--- config.mk ---
export PLATFORM = sky130hd
export DESIGN_NAME = issue_sequencer
export DESIGN_NICKNAME = d
export VERILOG_FILES = /design/src/rtl/seq_pkg.sv /design/src/rtl/issue_scoreboard.sv /design/src/rtl/issue_sequencer.sv
export SDC_FILE = /design/constraint.sdc
export NUM_CORES = 1
export LEC_CHECK = 0
export ABC_AREA = 1
export CORE_ASPECT_RATIO = 1.5
export CORE_MARGIN = 3
export CORE_UTILIZATION = 50
export DETAILED_ROUTE_END_ITERATION = 10
export PLACE_DENSITY = 0.73
export SETUP_SLACK_MARGIN = 0.2
export SLEW_MARGIN = 20
export SYNTH_ARGS = -nofsm -noshare
export SYNTH_HDL_FRONTEND = slang
export SYNTH_SLANG_ARGS = --single-unit
--- constraint.sdc ---
create_clock -name clk -period 2.7 [get_ports clk]
set_input_delay 0.81 -clock clk [delete_from_list [all_inputs] [get_ports clk]]
set_output_delay 0.81 -clock clk [all_outputs]
set_load 0.02 [all_outputs]
--- src/rtl/seq_pkg.sv ---
// Shared definitions for the issue sequencer: FSM state encoding, stall
// counter width and a saturating increment helper.
package seq_pkg;

    typedef logic [2:0] state_t;

    localparam state_t IDLE  = 3'd0;
    localparam state_t FETCH = 3'd1;
    localparam state_t CHECK = 3'd2;
    localparam state_t ISSUE = 3'd3;
    localparam state_t DRAIN = 3'd4;
    localparam state_t DONE  = 3'd5;

    localparam int STALL_W = 16;

    // Increment that sticks at all-ones instead of wrapping back to zero.
    function automatic logic [STALL_W-1:0] sat_inc(input logic [STALL_W-1:0] v);
        return (v == '1) ? v : v + 1'b1;
    endfunction

endpackage

--- src/rtl/issue_scoreboard.sv ---
// Pending-destination scoreboard: one bit per data address plus a count of
// issued-but-not-written-back instructions. Set on issue, cleared on
// writeback; a writeback to a clean address is reported and otherwise ignored.
module issue_scoreboard #(
    parameter int DATA_MEM_SIZE = 64,
    parameter int MAX_INFLIGHT  = 4,
    parameter int DW            = $clog2(DATA_MEM_SIZE)
) (
    input  logic          clk,
    input  logic          reset,
    input  logic          set_en,
    input  logic [DW-1:0] set_addr,
    input  logic          clr_en,
    input  logic [DW-1:0] clr_addr,
    input  logic [DW-1:0] rd_addr1,
    input  logic [DW-1:0] rd_addr2,
    input  logic [DW-1:0] rd_addr3,
    output logic          rd_bit1,
    output logic          rd_bit2,
    output logic          rd_bit3,
    output logic          clr_err,
    output logic          full,
    output logic          empty
);

    localparam int CW = $clog2(MAX_INFLIGHT + 1);

    logic [DATA_MEM_SIZE-1:0] sb;
    logic [CW-1:0]            inflight;
    logic                     clr_ok;

    // A writeback only counts if its address is actually pending.
    assign clr_ok  = clr_en && sb[clr_addr];
    assign clr_err = clr_en && !sb[clr_addr];

    assign rd_bit1 = sb[rd_addr1];
    assign rd_bit2 = sb[rd_addr2];
    assign rd_bit3 = sb[rd_addr3];

    assign full  = (inflight == CW'(MAX_INFLIGHT));
    assign empty = (inflight == '0);

    // Bitmap update: clear the written-back address, mark the issued destination.
    // NOTE: the bitmap is a bank of flops rather than a RAM, so it is reset like
    // any register; a stale set bit after reset would stall the first run forever.
    always_ff @(posedge clk or negedge reset) begin
        if (!reset) begin
            sb <= '0;
        end else begin
            if (clr_ok) sb[clr_addr] <= 1'b0;
            if (set_en) sb[set_addr] <= 1'b1;
        end
    end

    // In-flight count: issue and accepted writeback in the same cycle cancel out.
    // NOTE: non-blocking assignments keep every flop reading pre-edge values.
    always_ff @(posedge clk or negedge reset) begin
        if (!reset) begin
            inflight <= '0;
        end else if (set_en && !clr_ok) begin
            inflight <= inflight + 1'b1;
        end else if (clr_ok && !set_en) begin
            inflight <= inflight - 1'b1;
        end
    end

endmodule

--- src/rtl/issue_sequencer.sv ---
// In-order issue controller. Fetches by pc, holds the fetched instruction in
// the iss_* registers, stalls on RAW/WAW hazards or a full in-flight window,
// and hands one instruction at a time to the load stage. Signals executed
// once the halt marker has been seen and every issued write has come back.
module issue_sequencer
    import seq_pkg::*;
#(
    parameter int  INS_MEM_SIZE  = 32,
    parameter int  DATA_MEM_SIZE = 64,
    parameter int  OP_W          = 3,
    parameter int  MAX_INFLIGHT  = 4,
    localparam int IW            = $clog2(INS_MEM_SIZE),
    localparam int DW            = $clog2(DATA_MEM_SIZE)
) (
    input  logic               clk,
    input  logic               reset,
    input  logic               start,
    output logic [IW-1:0]      pc,
    input  logic               ins_valid,
    input  logic               ins_last,
    input  logic [OP_W-1:0]    ins_op,
    input  logic [DW-1:0]      ins_src1,
    input  logic [DW-1:0]      ins_src2,
    input  logic [DW-1:0]      ins_dst,
    output logic               iss_valid,
    input  logic               iss_ready,
    output logic [OP_W-1:0]    iss_op,
    output logic [DW-1:0]      iss_src1,
    output logic [DW-1:0]      iss_src2,
    output logic [DW-1:0]      iss_dst,
    input  logic               wb_valid,
    input  logic [DW-1:0]      wb_addr,
    output logic               busy,
    output logic               executed,
    output logic [STALL_W-1:0] stall_cnt,
    output logic               proto_err
);

    state_t state;
    state_t state_next;

    logic sb_src1;
    logic sb_src2;
    logic sb_dst;
    logic sb_full;
    logic sb_empty;
    logic clr_err;
    logic hazard;
    logic handshake;
    logic honour_start;
    logic wb_en;
    logic pc_last;
    logic fetch_take;

    // Start only restarts an idle or finished sequencer; IDLE ignores writebacks.
    assign honour_start = start && ((state == IDLE) || (state == DONE));
    assign handshake    = (state == ISSUE) && iss_ready;
    assign wb_en        = wb_valid && (state != IDLE);
    assign pc_last      = (pc == IW'(INS_MEM_SIZE - 1));
    assign fetch_take   = (state == FETCH) && ins_valid && !ins_last;
    assign hazard       = sb_src1 | sb_src2 | sb_dst | sb_full;

    issue_scoreboard #(
        .DATA_MEM_SIZE (DATA_MEM_SIZE),
        .MAX_INFLIGHT  (MAX_INFLIGHT),
        .DW            (DW)
    ) u_sb (
        .clk      (clk),
        .reset    (reset),
        .set_en   (handshake),
        .set_addr (iss_dst),
        .clr_en   (wb_en),
        .clr_addr (wb_addr),
        .rd_addr1 (iss_src1),
        .rd_addr2 (iss_src2),
        .rd_addr3 (iss_dst),
        .rd_bit1  (sb_src1),
        .rd_bit2  (sb_src2),
        .rd_bit3  (sb_dst),
        .clr_err  (clr_err),
        .full     (sb_full),
        .empty    (sb_empty)
    );

    // State register.
    always_ff @(posedge clk or negedge reset) begin
        if (!reset) state <= IDLE;
        else        state <= state_next;
    end

    // Next-state logic.
    always_comb begin
        // NOTE: default assignment first so every path drives state_next; no latch.
        state_next = state;
        case (state)
            IDLE, DONE: if (start)      state_next = FETCH;
            FETCH:      if (ins_valid)  state_next = ins_last ? DRAIN : CHECK;
            CHECK:      if (!hazard)    state_next = ISSUE;
            ISSUE:      if (iss_ready)  state_next = pc_last ? DRAIN : FETCH;
            DRAIN:      if (sb_empty)   state_next = DONE;
            default:                    state_next = IDLE;
        endcase
    end

    // Moore outputs decoded from the state.
    always_comb begin
        busy      = 1'b0;
        executed  = 1'b0;
        iss_valid = 1'b0;
        case (state)
            FETCH, CHECK, DRAIN: busy = 1'b1;
            ISSUE: begin
                busy      = 1'b1;
                iss_valid = 1'b1;
            end
            DONE:    executed = 1'b1;
            default: ;
        endcase
    end

    // Program counter: advances on each handshake and sticks at the last slot.
    always_ff @(posedge clk or negedge reset) begin
        if (!reset)                    pc <= '0;
        else if (honour_start)         pc <= '0;
        else if (handshake && !pc_last) pc <= pc + 1'b1;
    end

    // Instruction latch: captured in FETCH, held through CHECK and ISSUE.
    always_ff @(posedge clk or negedge reset) begin
        if (!reset) begin
            iss_op   <= '0;
            iss_src1 <= '0;
            iss_src2 <= '0;
            iss_dst  <= '0;
        end else if (fetch_take) begin
            iss_op   <= ins_op;
            iss_src1 <= ins_src1;
            iss_src2 <= ins_src2;
            iss_dst  <= ins_dst;
        end
    end

    // Hazard stall counter, cleared at the start of each run.
    always_ff @(posedge clk or negedge reset) begin
        if (!reset)                          stall_cnt <= '0;
        else if (honour_start)               stall_cnt <= '0;
        else if ((state == CHECK) && hazard) stall_cnt <= sat_inc(stall_cnt);
    end

    // Sticky protocol error: a new run starts with a clean flag.
    always_ff @(posedge clk or negedge reset) begin
        if (!reset)            proto_err <= 1'b0;
        else if (honour_start) proto_err <= 1'b0;
        else if (clr_err)      proto_err <= 1'b1;
    end

endmodule
Word level (Yosys, flattened, before mapping). Index checks and enable logic that the tools add are counted.

$add $sub $neg: 4. Multiply operators: 0. Divide/modulo/power cells: 0. $lt $le $gt $ge: 6. Eq/ne operators: 14. Shift-type cells: 0. Muxes and demuxes: 34. Bitwise logic cells: 6. Reductions and logical operators: 30.

Operator list (count): 64-bit two-way mux (2); 64-bit AND (1); 64-bit NOT (1); 64-bit bitwise OR (1); 16-bit two-way mux (3); 6-bit by 7-bit < comparator with 1-bit output, second input constant (4); 3-bit two-way mux (9); 1-bit binary-select mux with 6-bit select (4); 16-bit by 1-bit adder with 16-bit output, second input constant (1); 16-bit == test, second input constant (1); 3-bit case mux with 5 select lines (1); 1-bit logical AND (13); 1-bit demux with 6-bit select (2); 6-bit by 1-bit >= comparator with 1-bit output, second input constant (2); 2-bit != test, second input constant (6); 1-bit two-way mux (11); 5-bit two-way mux (2); 3-bit == test, second input constant (3); 2-bit nonzero test (4); 3-bit by 2-bit == test with 1-bit output, second input constant (2); 3-bit zero test (2); 5-bit by 1-bit adder with 5-bit output, second input constant (1); 5-bit == test, second input constant (1); 1-bit zero test (5); other kinds (10) (12).

Register bits: 113. Bits in latches: 0. Bits in writable memories: 0. ROM bits: 0. Output and inout port bits: 46. Memories kept: 0.

Depth between registers and ports, before layout. Gate-level depths: netlist of run 1.

Depth in word-level cells: 9. Mapped depth: 20.

Cells and area by module. Synthesis of run 1 repeated with hierarchy kept, for this count alone.

Cells, all modules: 1284. Area total of the unflattened synthesis: 8265.4 um^2.

By module, submodules not included: issue_scoreboard (instances 1, cells an instance 1022, area each 5908.2 um^2, seq. area each 1676.6 um^2); issue_sequencer (instances 1, cells an instance 262, area each 2357.3 um^2, seq. area each 1151.1 um^2).

Worst setup path before layout of run 1. No wires, ideal clock.

Path type: input -> register. Start: in wb_addr[2]. End: reg u_sb.inflight[1]. Library setup time: 0.125 ns. Arrival time: 2.992 ns. Required time: 2.575 ns. Slack: -0.416 ns. Stages on the path: 17. Path buffers: 3. Cell sequence: buf_4 -> inv_2 -> nand3_1 -> buf_4 -> o22ai_1 -> nor2_1 -> o211ai_1 -> nand2_1 -> nand2_1 -> inv_1 -> nand3_2 -> buf_2 -> nand2_1 -> ha_1 -> inv_1 -> fa_1 -> mux2_2.

Longest elaborated chain between the ends: 6.

RTL lines: from (decl) (line issue_sequencer.sv:32) `input logic [DW-1:0] wb_addr,`; 1-bit binary-select mux with 6-bit select (*) (line issue_scoreboard.sv:33) `assign clr_ok = clr_en && sb[clr_addr];`; 1-bit two-way mux (implied by the code) (*) (line issue_scoreboard.sv:33); 1-bit logical AND (*) (line issue_scoreboard.sv:33); 1-bit zero test (line issue_scoreboard.sv:60) `end else if (set_en && !clr_ok) begin`; 1-bit logical AND (line issue_scoreboard.sv:60); 3-bit two-way mux or 2-bit nonzero test (tied branches); to (signal assigned) (line issue_scoreboard.sv:61) `inflight <= inflight + 1'b1;`; to (signal assigned) (line issue_scoreboard.sv:63) `inflight <= inflight - 1'b1;`; to (decl) (line issue_scoreboard.sv:29) `logic [CW-1:0] inflight;`.

Every way passes the cells marked *; elsewhere a longest branch is shown, timed or not. The select of a mux whose other input is x is not followed. A chain may end at the register's enable or synchronous reset.

Worst setup path after layout of run 1.
Start: in wb_addr[0]. End: reg u_sb.inflight[1].

The elaborated chain is that of the path after synthesis.

==> results.yml, run 1 <==
placed_design:
  dp_hpwl_mm: 25.1
  port_buffers: 79
  placement.setup.worst_slack_ns: -0.837
  place_congestion: 1.07
clock_network:
  cts_root_buf: "sky130_fd_sc_hd__clkbuf_16"
  htreeDepth: 4
  tritoncts: "done"
  cts_hold_repair.buffers: 0
  buffer_depth_of_the_longest_clock_path: 2
  cts-buffers-inserted: 17
  clk-insertion-delay-late_ns: 0.44
  cts_sinks: 113
  path_clk_slew_ns: 0.07
drt:
  drtAntennaViolNets: 0
  detail_route.first_pass.iterations: 6
  drt-wirelength-per-cell_microns: 21.2
  number_of_vias_after_detailed_routing: 10195
  detailedRoute.firstIterationViolations: 1254
  drt-vias-per-instance: 5.82
  postRouteWirelength_mm: 37.2
  drcViolationCount: 0
final_layout:
  layout-drive-gt1-share_pct: 18.2
  antenna-diode-count: 0
  layout_common_cells: "557 x sky130_fd_sc_hd__nand2_1, 166 x sky130_fd_sc_hd__nand3_1, 131 x sky130_fd_sc_hd__nor2_1, 112 x sky130_fd_sc_hd__buf_4, 112 x sky130_fd_sc_hd__dfrtp_1"
  final_common_cell: "sky130_fd_sc_hd__nand2_1"
  areaGrowthSynthToFinish_pct: 35.4
  numnets_final: 1572
  utilization_pct: 69.8
global_route:
  wire_length_of_the_first_global_routing_pass_mm: 54.0
  antenna_found_initial: 0
  globalRouteTotalUtil_pct: 38.3
  grt_max_degree: 66
  overflow: 0
  grt.busiest_layer: "met2"
  grt_use_met3_pct: 7.07
  grt_pass1_vias: 9434
  gr-usage-met2_pct: 64.8
  met1_usage_pct: 43.8
die:
  initial_core_util_pct: 51.6
  die_y_microns: 165
  io_pins: 80
  die_area_sq_mm: 0.0185
  die_w_microns: 112
  row_count: 57
  floorplan.core_area_sq_mm: 0.0164
synth:
  synth_sequential_area_ratio_pct: 33.4
  synth_cell_types: 39
  synth_edf_count: 0
  synth.avg_cell_area_sq_um: 6.20
  synth.net_count: 1403
  synth_top_area_share_pct: 33.4
  ys.warnings.count: 0
  proportion_of_register_bits_with_asynchronous_set_or_reset_after_synthesis_pct: 100
  mapped_area_sq_mm: 0.00846
  dominant_synthesized_flop_cell: "sky130_fd_sc_hd__dfrtp_1"
  synth_largest_area_cell: "sky130_fd_sc_hd__dfrtp_1"
  yosys-top-cells-area: "sky130_fd_sc_hd__dfrtp_1 33%, sky130_fd_sc_hd__nand2_1 26%, sky130_fd_sc_hd__nand3_1 11%"
  ys_seq_elements: 113
  synthesis.instances: 1364
sta:
  worstMarginPinSlew_ns: 0.827
  min_period_over_period_pct: 98.1
  slew_headroom_pct: 44.6
  final_number_of_hold_violating_endpoints: 0
  skew_ns: 0.0119
  fin_crit_ns: 2.65
  setup_viol_count_final: 0
  unrepaired_setup_endpoints_after_global_routing: "yes"
  final_critical_path_setup_slack_ns: 0.0524
  final_max_slew_viol_count: 0
  timing.fmax_ghz: 0.378
power:
  power-per-cell-area_mw_per_mm2: 1060
  max-vdd-ir-drop_mv: 1.02
  static-leakage-power_nw: 5.36
worst_setup_path:
  critPathMaxFanout: 11
  cp.arrival_ns: 2.97
  r2r_cells: 18
  path_type_of_the_worst_setup_path: "input port to flop"
  rrSetupSlack_ns: 0.22
  crit_start_category: "input port"
  critical_path_required_ns: 3.03
  worstReg2RegEnd: "stall_cnt[6]"
  end_kind: "flop"
  timing.rr.start: "iss_dst[0]"
job:
  max_cap_viol_count: 0
hold_path:
  worstHoldPathType: "input port to asynchronous set/reset pin"
run_status:
  outcome: "finished clean"
logic make-up (layout without fill, tap and decap cells):
logic type,after synthesis,count (layout),synth area share (%)
simple gates,964,966,48.1
compound gates,103,103,6.52
mux,6,6,0.799
fa+ha+maj,5,5,0.828
xor+xnor,14,14,1.45
flops,113,113,33.4
buf+inv,159,339,8.86
state kept, by name, indices dropped and copies added, names as in the netlist:
signal and flops:
u_sb.inflight 3, iss_src1 6, pc 5, stall_cnt 16, proto_err 1, iss_op 3
iss_dst 6, iss_src2 6, u_sb.sb 64, state 3
metrics by stage:
| step | hold WS, ns | TNS (ns) | power (W) | instances | area [sq um] |
|---|---|---|---|---|---|
| 2_1_floorplan | 0.462 | -0.415 | 0.00640 | 1364 | 8610 |
| 3_3_place_gp | 0.484 | -34.82 | 0.00861 | 1686 | 10100 |
| 3_5_place_dp | 0.490 | -36.62 | 0.00867 | 1686 | 10100 |
| 4_1_cts | 0.429 | 0 | 0.0112 | 1728 | 10900 |
| 5_1_grt | 0.447 | -0.0455 | 0.0128 | 1752 | 11500 |
| 6_report | 0.408 | 0 | 0.0122 | 1752 | 11500 |
synthesized netlist by cell type, types with 2 or more instances:
| cell type | instances |
|---|---|
| sky130_fd_sc_hd__nor3_1 | 19 |
| sky130_fd_sc_hd__buf_6 | 9 |
| sky130_fd_sc_hd__clkbuf_1 | 15 |
| sky130_fd_sc_hd__nand2_1 | 577 |
| sky130_fd_sc_hd__clkinv_1 | 3 |
| sky130_fd_sc_hd__nand3_2 | 4 |
| sky130_fd_sc_hd__buf_4 | 9 |
| sky130_fd_sc_hd__o21ai_1 | 3 |
| sky130_fd_sc_hd__xnor2_1 | 5 |
| sky130_fd_sc_hd__a22oi_1 | 3 |
| sky130_fd_sc_hd__nand3b_1 | 2 |
| sky130_fd_sc_hd__dfrtp_1 | 113 |
| sky130_fd_sc_hd__nor2_1 | 134 |
| sky130_fd_sc_hd__xor2_1 | 9 |
| sky130_fd_sc_hd__nand3_1 | 184 |
| sky130_fd_sc_hd__inv_2 | 14 |
| sky130_fd_sc_hd__o211ai_1 | 3 |
| sky130_fd_sc_hd__nor2_2 | 2 |
| sky130_fd_sc_hd__a21oi_1 | 48 |
| sky130_fd_sc_hd__nand4_1 | 19 |
| sky130_fd_sc_hd__o22ai_1 | 8 |
| sky130_fd_sc_hd__ha_1 | 4 |
| sky130_fd_sc_hd__o21ai_0 | 34 |
| sky130_fd_sc_hd__buf_2 | 39 |
| sky130_fd_sc_hd__inv_1 | 69 |
| sky130_fd_sc_hd__nor3_2 | 8 |
| sky130_fd_sc_hd__mux2_2 | 6 |
| sky130_fd_sc_hd__nor4_1 | 10 |
repair_timing:
| action | 4_1_cts | 5_1_grt |
|---|---|---|
| gates resized for setup | 43 | 95 |
| endpoints found under the setup margin | 75 | 68 |
| pin swaps | 14 | 34 |
| setup buffers | 9 | 14 |
| gates cloned | 1 | 10 |
power breakdown:
part	switching (W)	internal, W	leakage, nW
clock network	0.000965	0.00149	0.305
logic	0.00407	0.00245	3.58
registers	0.000961	0.00224	1.48
total	0.00599	0.00617	5.36
critical path, cell delays in order:
cell and delay [ns]:
sky130_fd_sc_hd__buf_2 0.13, sky130_fd_sc_hd__buf_6 0.18, sky130_fd_sc_hd__nand3_4 0.18, sky130_fd_sc_hd__o22ai_1 0.22, sky130_fd_sc_hd__a21oi_1 0.06, sky130_fd_sc_hd__o211ai_1 0.10, sky130_fd_sc_hd__nand2_1 0.08, sky130_fd_sc_hd__nand2_1 0.06
sky130_fd_sc_hd__inv_1 0.07, sky130_fd_sc_hd__nand3_4 0.11, sky130_fd_sc_hd__nand2_4 0.05, sky130_fd_sc_hd__ha_4 0.15, sky130_fd_sc_hd__inv_2 0.06, sky130_fd_sc_hd__fa_2 0.43, sky130_fd_sc_hd__mux2_4 0.27
final cells by class:
| cell class | count | area, sq um |
|---|---|---|
| fillers | 1448 | 4950 |
| inverters | 87 | 389 |
| clock buffers | 18 | 429 |
| flip-flops and latches | 113 | 2830 |
| repair buffers | 218 | 2070 |
| well taps | 206 | 258 |
| multi-input cells | 1094 | 5270 |
| clock inverters | 14 | 191 |
| repair inverters | 2 | 13.8 |
worst max path at each step:
| stage | startpoint | end | slack (ns) | cells past startpoint |
|---|---|---|---|---|
| floorplan | wb_addr[2] | u_sb.inflight[2] | -0.21 | 17 |
| global placement | wb_addr[1] | u_sb.inflight[2] | -0.85 | 20 |
| detailed placement | wb_addr[2] | u_sb.inflight[2] | -0.84 | 18 |
| CTS | wb_addr[1] | u_sb.inflight[2] | 0.04 | 20 |
| global route | wb_addr[1] | u_sb.inflight[2] | -0.02 | 18 |
| finish | wb_addr[0] | u_sb.inflight[1] | 0.05 | 15 |
routing by layer:
metal / up-vias / part of all wire, %
li1: 4734 / -
met1: 4721 / 35
met2: 562 / 48
met3: 178 / 7.7
met4: 0 / 8.5
met5: - / 0
Power figures use the tool's default switching activity.
==> run 2: changes to the inputs <==
- CAP_MARGIN: default -> 20
==> results of run 2 <==
Final layout, timing and power as in run 1 (identical DEF).
